==> config.mk <==
export PLATFORM = sky130hd
export DESIGN_NAME = reg_change_monitor_flat
export DESIGN_NICKNAME = d
export VERILOG_FILES = /design/src/rtl/reg_mon_pkg.sv /design/src/rtl/reg_change_monitor_if.sv /design/src/rtl/reg_change_monitor_evt_fifo.sv /design/src/rtl/reg_change_monitor.sv /design/src/flat_wrapper.sv
export SDC_FILE = /design/constraint.sdc
export NUM_CORES = 2
export LEC_CHECK = 0
export BUFFER_PORTS_ARGS = -buffer_cell sky130_fd_sc_hd__clkbuf_2
export CORE_MARGIN = 1
export CORE_UTILIZATION = 40
export CTS_CLUSTER_SIZE = 10
export DETAILED_ROUTE_END_ITERATION = 16
export GPL_ROUTABILITY_DRIVEN = 0
export PLACE_DENSITY_LB_ADDON = 0.12
export SYNTH_ARGS = -nofsm -noshare
export SYNTH_HDL_FRONTEND = slang
export SYNTH_SLANG_ARGS = --single-unit
==> constraint.sdc <==
create_clock -name clk -period 8.8 [get_ports clk]
set_clock_uncertainty 0.2 [all_clocks]
set_input_delay 0.88 -clock clk [delete_from_list [all_inputs] [get_ports clk]]
set_output_delay 0.88 -clock clk [all_outputs]
set_load 0.02 [all_outputs]
==> src/rtl/reg_mon_pkg.sv <==
// Shared defaults, width helpers and the event record for the register change monitor.
package reg_mon_pkg;

    localparam int NUM_REGS_DEF   = 32;
    localparam int DATA_W_DEF     = 32;
    localparam int HOLD_W_DEF     = 16;
    localparam int FIFO_DEPTH_DEF = 8;
    localparam int IGNORE_R0_DEF  = 1;

    // Index width never drops below one bit so a single-channel build still elaborates.
    function automatic int idx_width(input int n);
        return (n > 1) ? $clog2(n) : 1;
    endfunction

    function automatic int cnt_width(input int depth);
        return $clog2(depth) + 1;
    endfunction

    localparam int IDX_W_DEF = idx_width(NUM_REGS_DEF);

    typedef struct packed {
        logic [IDX_W_DEF-1:0]  index;
        logic [DATA_W_DEF-1:0] data;
    } evt_t;

endpackage

==> src/rtl/reg_change_monitor_if.sv <==
// Event stream from the monitor: first-word-fall-through head plus occupancy.
interface reg_change_monitor_if
    import reg_mon_pkg::*;
#(
    parameter int NUM_REGS   = NUM_REGS_DEF,
    parameter int DATA_W     = DATA_W_DEF,
    parameter int FIFO_DEPTH = FIFO_DEPTH_DEF
);
    localparam int IDX_W = idx_width(NUM_REGS);
    localparam int CNT_W = cnt_width(FIFO_DEPTH);

    logic             evt_valid;
    logic             evt_ready;
    logic [IDX_W-1:0] evt_index;
    logic [DATA_W-1:0] evt_data;
    logic [CNT_W-1:0] evt_count;

    modport master (
        output evt_valid,
        output evt_index,
        output evt_data,
        output evt_count,
        input  evt_ready
    );

    modport slave (
        input  evt_valid,
        input  evt_index,
        input  evt_data,
        input  evt_count,
        output evt_ready
    );

endinterface

==> src/rtl/reg_change_monitor_evt_fifo.sv <==
// Small first-word-fall-through queue of change events with synchronous flush.
module evt_fifo
    import reg_mon_pkg::*;
#(
    parameter int  DEPTH = FIFO_DEPTH_DEF,
    parameter type T     = evt_t
) (
    input  logic                     clk,
    input  logic                     reset_n,
    input  logic                     flush,
    input  logic                     push,
    input  T                         push_data,
    input  logic                     pop,
    output T                         pop_data,
    output logic                     full,
    output logic                     empty,
    output logic [cnt_width(DEPTH)-1:0] count
);
    localparam int PTR_W = (DEPTH > 1) ? $clog2(DEPTH) : 1;
    localparam int CNT_W = cnt_width(DEPTH);

    T                 mem [DEPTH];
    logic [PTR_W-1:0] wr_ptr_reg;
    logic [PTR_W-1:0] rd_ptr_reg;
    logic [CNT_W-1:0] count_reg;
    logic             do_push;
    logic             do_pop;

    assign empty   = (count_reg == '0);
    assign full    = (count_reg == CNT_W'(DEPTH));
    assign do_pop  = pop && !empty;
    // A full queue still takes a write when the head leaves in the same cycle.
    assign do_push = push && (!full || do_pop);
    assign count   = count_reg;

    // Gating the head keeps the outputs at zero whenever nothing is queued.
    assign pop_data = empty ? T'('0) : mem[rd_ptr_reg];

    always_ff @(posedge clk) begin
        if (do_push && !flush) begin
            mem[wr_ptr_reg] <= push_data;
        end
    end

    always_ff @(posedge clk or negedge reset_n) begin
        if (!reset_n) begin
            wr_ptr_reg <= '0;
            rd_ptr_reg <= '0;
            count_reg  <= '0;
        end else if (flush) begin
            wr_ptr_reg <= '0;
            rd_ptr_reg <= '0;
            count_reg  <= '0;
        end else begin
            if (do_push) wr_ptr_reg <= wr_ptr_reg + 1'b1;
            if (do_pop)  rd_ptr_reg <= rd_ptr_reg + 1'b1;
            case ({do_push, do_pop})
                2'b10:   count_reg <= count_reg + 1'b1;
                2'b01:   count_reg <= count_reg - 1'b1;
                default: count_reg <= count_reg;
            endcase
        end
    end

endmodule

==> src/rtl/reg_change_monitor.sv <==
// Watches a register file, highlights changed channels and queues {index, value}
// events for a consumer, lowest pending channel first.
module reg_change_monitor
    import reg_mon_pkg::*;
#(
    parameter int NUM_REGS   = NUM_REGS_DEF,
    parameter int DATA_W     = DATA_W_DEF,
    parameter int HOLD_W     = HOLD_W_DEF,
    parameter int FIFO_DEPTH = FIFO_DEPTH_DEF,
    parameter int IGNORE_R0  = IGNORE_R0_DEF
) (
    input  logic                             clk,
    input  logic                             reset_n,
    input  logic [NUM_REGS-1:0][DATA_W-1:0]  regs_in,
    input  logic [HOLD_W-1:0]                hold_cycles,
    input  logic                             sticky,
    input  logic [NUM_REGS-1:0]              ack_mask,
    input  logic                             resync,
    output logic [NUM_REGS-1:0]              changed_mask,
    output logic                             coalesced,
    reg_change_monitor_if.master             evt
);
    localparam int IDX_W = idx_width(NUM_REGS);
    localparam int CNT_W = cnt_width(FIFO_DEPTH);

    typedef struct packed {
        logic [IDX_W-1:0]  index;
        logic [DATA_W-1:0] data;
    } mon_evt_t;

    logic [NUM_REGS-1:0][DATA_W-1:0] shadow_val;
    logic [NUM_REGS-1:0]             change;
    logic [NUM_REGS-1:0]             pending_reg;
    logic [NUM_REGS-1:0]             pending_next;
    logic                            coalesced_reg;
    logic                            coalesced_next;

    logic [IDX_W-1:0]    push_idx;
    logic [NUM_REGS-1:0] push_onehot;
    logic                push;
    logic                pop;
    mon_evt_t            push_entry;
    mon_evt_t            head_entry;
    logic                fifo_full;
    logic                fifo_empty;
    logic [CNT_W-1:0]    fifo_count;

    generate
        for (genvar gi = 0; gi < NUM_REGS; gi++) begin : g_ch
            logic [DATA_W-1:0] shadow_reg;
            logic [HOLD_W-1:0] cnt_reg;
            logic              mask_reg;

            if (gi == 0 && IGNORE_R0 != 0) begin : g_r0_masked
                assign change[gi] = 1'b0;
            end else begin : g_live
                assign change[gi] = (regs_in[gi] != shadow_reg);
            end

            assign shadow_val[gi]   = shadow_reg;
            assign changed_mask[gi] = mask_reg;

            // Sticky mode parks cnt at zero so leaving it drops the mask on the next edge.
            always_ff @(posedge clk or negedge reset_n) begin
                if (!reset_n) begin
                    shadow_reg <= '0;
                    cnt_reg    <= '0;
                    mask_reg   <= 1'b0;
                end else begin
                    shadow_reg <= regs_in[gi];
                    if (resync) begin
                        cnt_reg  <= '0;
                        mask_reg <= 1'b0;
                    end else if (sticky) begin
                        cnt_reg <= '0;
                        if (change[gi])        mask_reg <= 1'b1;
                        else if (ack_mask[gi]) mask_reg <= 1'b0;
                    end else if (change[gi]) begin
                        cnt_reg  <= hold_cycles;
                        mask_reg <= 1'b1;
                    end else if (cnt_reg != '0) begin
                        cnt_reg  <= cnt_reg - 1'b1;
                        mask_reg <= 1'b1;
                    end else begin
                        mask_reg <= 1'b0;
                    end
                end
            end
        end
    endgenerate

    // Lowest-index pending channel wins the single push slot each cycle.
    always_comb begin
        push_idx    = '0;
        push_onehot = '0;
        for (int i = NUM_REGS - 1; i >= 0; i--) begin
            if (pending_reg[i]) begin
                push_idx    = IDX_W'(i);
                push_onehot = '0;
                push_onehot[i] = 1'b1;
            end
        end
    end

    assign pop  = !fifo_empty && evt.evt_ready;
    assign push = (pending_reg != '0) && (!fifo_full || pop) && !resync;

    always_comb begin
        push_entry       = '0;
        push_entry.index = push_idx;
        push_entry.data  = shadow_val[push_idx];
    end

    // A change landing on the channel being pushed keeps it pending for a fresh event.
    always_comb begin
        pending_next   = pending_reg;
        coalesced_next = coalesced_reg;
        if (resync) begin
            pending_next   = '0;
            coalesced_next = 1'b0;
        end else begin
            if (push) pending_next = pending_next & ~push_onehot;
            pending_next = pending_next | change;
            if ((change & pending_reg) != '0) coalesced_next = 1'b1;
        end
    end

    always_ff @(posedge clk or negedge reset_n) begin
        if (!reset_n) begin
            pending_reg   <= '0;
            coalesced_reg <= 1'b0;
        end else begin
            pending_reg   <= pending_next;
            coalesced_reg <= coalesced_next;
        end
    end

    evt_fifo #(
        .DEPTH (FIFO_DEPTH),
        .T     (mon_evt_t)
    ) u_evt_fifo (
        .clk       (clk),
        .reset_n   (reset_n),
        .flush     (resync),
        .push      (push),
        .push_data (push_entry),
        .pop       (pop),
        .pop_data  (head_entry),
        .full      (fifo_full),
        .empty     (fifo_empty),
        .count     (fifo_count)
    );

    assign coalesced     = coalesced_reg;
    assign evt.evt_valid = !fifo_empty;
    assign evt.evt_index = head_entry.index;
    assign evt.evt_data  = head_entry.data;
    assign evt.evt_count = fifo_count;

endmodule

==> src/flat_wrapper.sv <==
// flat-port wrapper written by rule: the top's interface ports become plain ports
module reg_change_monitor_flat import reg_mon_pkg::*;
#(
    parameter int NUM_REGS   = NUM_REGS_DEF,
    parameter int DATA_W     = DATA_W_DEF,
    parameter int HOLD_W     = HOLD_W_DEF,
    parameter int FIFO_DEPTH = FIFO_DEPTH_DEF,
    parameter int IGNORE_R0  = IGNORE_R0_DEF
)
  (clk, reset_n, regs_in, hold_cycles, sticky, ack_mask, resync, changed_mask, coalesced, evt_evt_valid, evt_evt_index, evt_evt_data, evt_evt_count, evt_evt_ready);
  reg_change_monitor_if #(.NUM_REGS(NUM_REGS), .DATA_W(DATA_W), .FIFO_DEPTH(FIFO_DEPTH)) evt_i ();
  input  logic clk;
  input  logic reset_n;
  input  logic [NUM_REGS-1:0][DATA_W-1:0] regs_in;
  input  logic [HOLD_W-1:0] hold_cycles;
  input  logic sticky;
  input  logic [NUM_REGS-1:0] ack_mask;
  input  logic resync;
  output logic [NUM_REGS-1:0] changed_mask;
  output logic coalesced;
  output wire logic [$bits(evt_i.evt_valid)-1:0] evt_evt_valid;
  output wire logic [$bits(evt_i.evt_index)-1:0] evt_evt_index;
  output wire logic [$bits(evt_i.evt_data)-1:0] evt_evt_data;
  output wire logic [$bits(evt_i.evt_count)-1:0] evt_evt_count;
  input wire logic [$bits(evt_i.evt_ready)-1:0] evt_evt_ready;
  assign evt_evt_valid = evt_i.evt_valid;
  assign evt_evt_index = evt_i.evt_index;
  assign evt_evt_data = evt_i.evt_data;
  assign evt_evt_count = evt_i.evt_count;
  assign evt_i.evt_ready = evt_evt_ready;
  reg_change_monitor #(.NUM_REGS(NUM_REGS), .DATA_W(DATA_W), .HOLD_W(HOLD_W), .FIFO_DEPTH(FIFO_DEPTH), .IGNORE_R0(IGNORE_R0)) u_core (.clk(clk), .reset_n(reset_n), .regs_in(regs_in), .hold_cycles(hold_cycles), .sticky(sticky), .ack_mask(ack_mask), .resync(resync), .changed_mask(changed_mask), .coalesced(coalesced), .evt(evt_i));
endmodule
==> out/metrics.cfg <==
[timing]
tightest_slew_ns=1.56
setup_viol=0
finalMaxSlewViolations=10
rsz0062_at_grt=false
relSlewSlack=-0.0415
fin_crit_sh=0.747
hold_viol=0
hold_ws_ns=0.0261
fin_tns_setup_ns=0
fin_crit_ns=6.58
fmax_mhz=152

[detailed_routing]
drtAntennaViolNets=0
drt_iter0_markers=10600
drc=0
wl_per_cell_um=34.2
vias_per_cell=6.03
firstDrtPassIters=7
via_count=80200
drt_wl_total_mm=454

[clocking]
clock-root-buffer=clkbuf_16
cts_resized=0
cts_tree=done
hold_buffers=891
htreeDepth=4
cts_buffers=222
clockBufferDepth=3
clk_pin_slew_ns=0.06
cts.sink_count=1906
clk_latency_ns=0.90
cts_setup_buffers=0

[layout]
largest_reg_flops=1024
multi_input_area_um2=38300
final_common_cell=dfrtp_1
drive_gt1_frac=0.171
regArea_um2=49200
finalNetCount=11200
layout_common_cells=dfrtp_1 (1606), clkbuf_2 (1132), nor2_1 (1073), xor2_1 (1069), dlygate4sd3_1 (892)
final_cells=13300
fillers=19900
area_growth_pct=27.4

[grt]
antenna_found_initial=169
grt_max_degree=169
grt_pass1_vias=77900
grt_pass1_wl_mm=620
track_usage=0.391
overflow=0

[power_and_ir_drop]
p_comb_frac=0.196
p_clk_frac=0.375
irDropWorstVdd_mv=0.203
switching_power_mw=7.27
p_sw_frac=0.312
p_leak_nw=48.2
intPower_mw=16.0
power.density_nw_per_um2=203
seqPwrFrac=0.429

[critical_path]
worst-endpoint-required_ns=9.08
r2r-end=u_core.u_evt_fifo.mem[6][12]$_DFFE_PP_
reg2regPathDepth=11
worstSetupStartpointType=register
end_kind=register
crit_fanout=110
timing.rr.start=u_core.pending_reg[14]$_DFF_PN0_
arrival_ns=6.86
rrSetupSlack_ns=2.22
critPathKind=reg2reg

[min_path]
hold_end=u_core.g_ch[16].shadow_reg[25]$_DFF_PN0_
hp-start=regs_in[537]
hp-class=in2reg
whs_path_depth=1

[logic_synthesis]
syn-cell-area_um2=89900
synth_edf_count=296
synth-main-ff-cell=dfrtp_1
synth_area_leaders=dfrtp_1 (45%), xor2_1 (10%), edfxtp_1 (9.9%)
syn_avg_cell_area_um2=11.0
synth_top_area_share=0.448
async_reset_ff_frac=0.845
syn_inst=8188
yosys.area.top_type=dfrtp_1
ys_ff_latch=1906
synthDistinctLibCells=85
ys_seq_area_frac=0.547
syn_nets=9302
synth_warnings=0

[floorplanning]
rows=173
core-area_um2=223000
ios=1152
die_y_um=476
die_w_um=476
die_area_um2=227000
initial_utilization=0.404

[flow_run]
maxCapViolations=1

[placed_design]
portBuffers=1151
dpl.hpwl_mm=341
dp_cells=11900

[run_status]
violations=capacitance limit, slew limit
status=complete, but fails checks

## logic make-up (layout without fill, tap and decap cells)
group	count (synthesis)	in the layout	share of synthesized area
xor gates and xnor gates	1411	1411	0.137
muxes	261	261	0.0394
AOI/OAI and AO/OA	1330	1330	0.103
buffers and inverters	656	2663	0.0308
adders and majority gates	37	37	0.00523
and+or+nand+nor	2587	2587	0.137
other	0	123	0
DFF	1906	1906	0.547
## Yosys cell counts (19+ instances only)
cell,number
a211oi_1,350
nand2b_1,40
a21o_1,31
nand4_1,100
nor2_1,1109
or3_1,90
o221ai_1,26
buf_4,41
o21ai_0,249
a22oi_1,32
o2111ai_1,19
mux4_2,74
a31oi_1,105
nand2_1,353
a32oi_1,52
buf_1,32
or4_1,79
nor3_1,354
inv_1,133
o211ai_1,19
mux2i_1,182
edfxtp_1,296
a221o_1,44
nor4_1,320
nand3_1,35
a311oi_1,33
o31ai_1,41
dfrtp_1,1610
and3_1,32
xnor2_1,342
ha_1,36
a21oi_1,168
clkbuf_1,322
buf_2,120
o22ai_1,21
a221oi_1,81
xor2_1,1069
## power groups by stage
stage | registers [mW] | clock network [mW] | logic [mW]
2_1_floorplan | 9.87 | 0 | 2.31
3_3_place_gp | 10.1 | 0 | 4.03
3_5_place_dp | 10.1 | 0 | 4.07
4_1_cts | 9.96 | 8.78 | 4.46
5_1_grt | 10.0 | 9.11 | 4.82
6_report | 10.0 | 8.72 | 4.57
## how the worst max path moves through the flow
stage	depth (start not counted)	slack, ns	endpoint	from
finish	11	2.22	u_core.u_evt_fifo.mem[6][12]$_DFFE_PP_	u_core.pending_reg[14]$_DFF_PN0_
global route	11	2.18	u_core.u_evt_fifo.mem[0][11]$_DFFE_PP_	u_core.pending_reg[14]$_DFF_PN0_
CTS	11	2.55	u_core.u_evt_fifo.mem[0][11]$_DFFE_PP_	u_core.pending_reg[14]$_DFF_PN0_
detailed placement	11	2.55	u_core.u_evt_fifo.mem[1][11]$_DFFE_PP_	u_core.pending_reg[14]$_DFF_PN0_
global placement	11	2.71	u_core.u_evt_fifo.mem[0][11]$_DFFE_PP_	u_core.pending_reg[28]$_DFF_PN0_
floorplan	5	3.75	u_core.u_evt_fifo.mem[2][0]$_DFFE_PP_	evt_evt_ready
## per-stage QoR
step / power (mW) / setup slack (ns) / area, µm² / utilization
after floorplan: 12.2 / 3.75 / 89900 / -
after global placement: 14.1 / 2.71 / 98700 / 0.443
after detailed placement: 14.2 / 2.55 / 98700 / 0.443
after CTS: 23.2 / 2.55 / 114000 / 0.513
after global routing: 23.9 / 2.18 / 114000 / 0.514
final: 23.3 / 2.22 / 115000 / 0.514
## critical path, cell delays in order (launching register included)
cell      delay [ns]
dfrtp_1         0.44
nand2b_1        0.17
a221o_1         0.35
a211oi_2        0.50
a311o_2         0.61
nand2_8         0.48
inv_6           0.78
buf_12          0.47
a221oi_1        0.20
a311oi_1        0.63
a31oi_1         0.20
a32oi_1         1.07
## routing by layer
metal	routed length, µm	track usage
met5	552	0
met4	35100	0.246
met1	170000	0.492
met3	55500	0.140
met2	193000	0.570
## area by class of cell
class	instances	area share
Inverter	140	0.00464
Antenna cell	123	0.00269
Tap cell	2975	0.0325
Clock buffer	321	0.0545
Clock inverter	22	0.00301
Multi-Input combinational cell	5626	0.334
Sequential cell	1906	0.429
Timing Repair Buffer	2180	0.139
No activity file was read; power rests on OpenSTA's default activity.
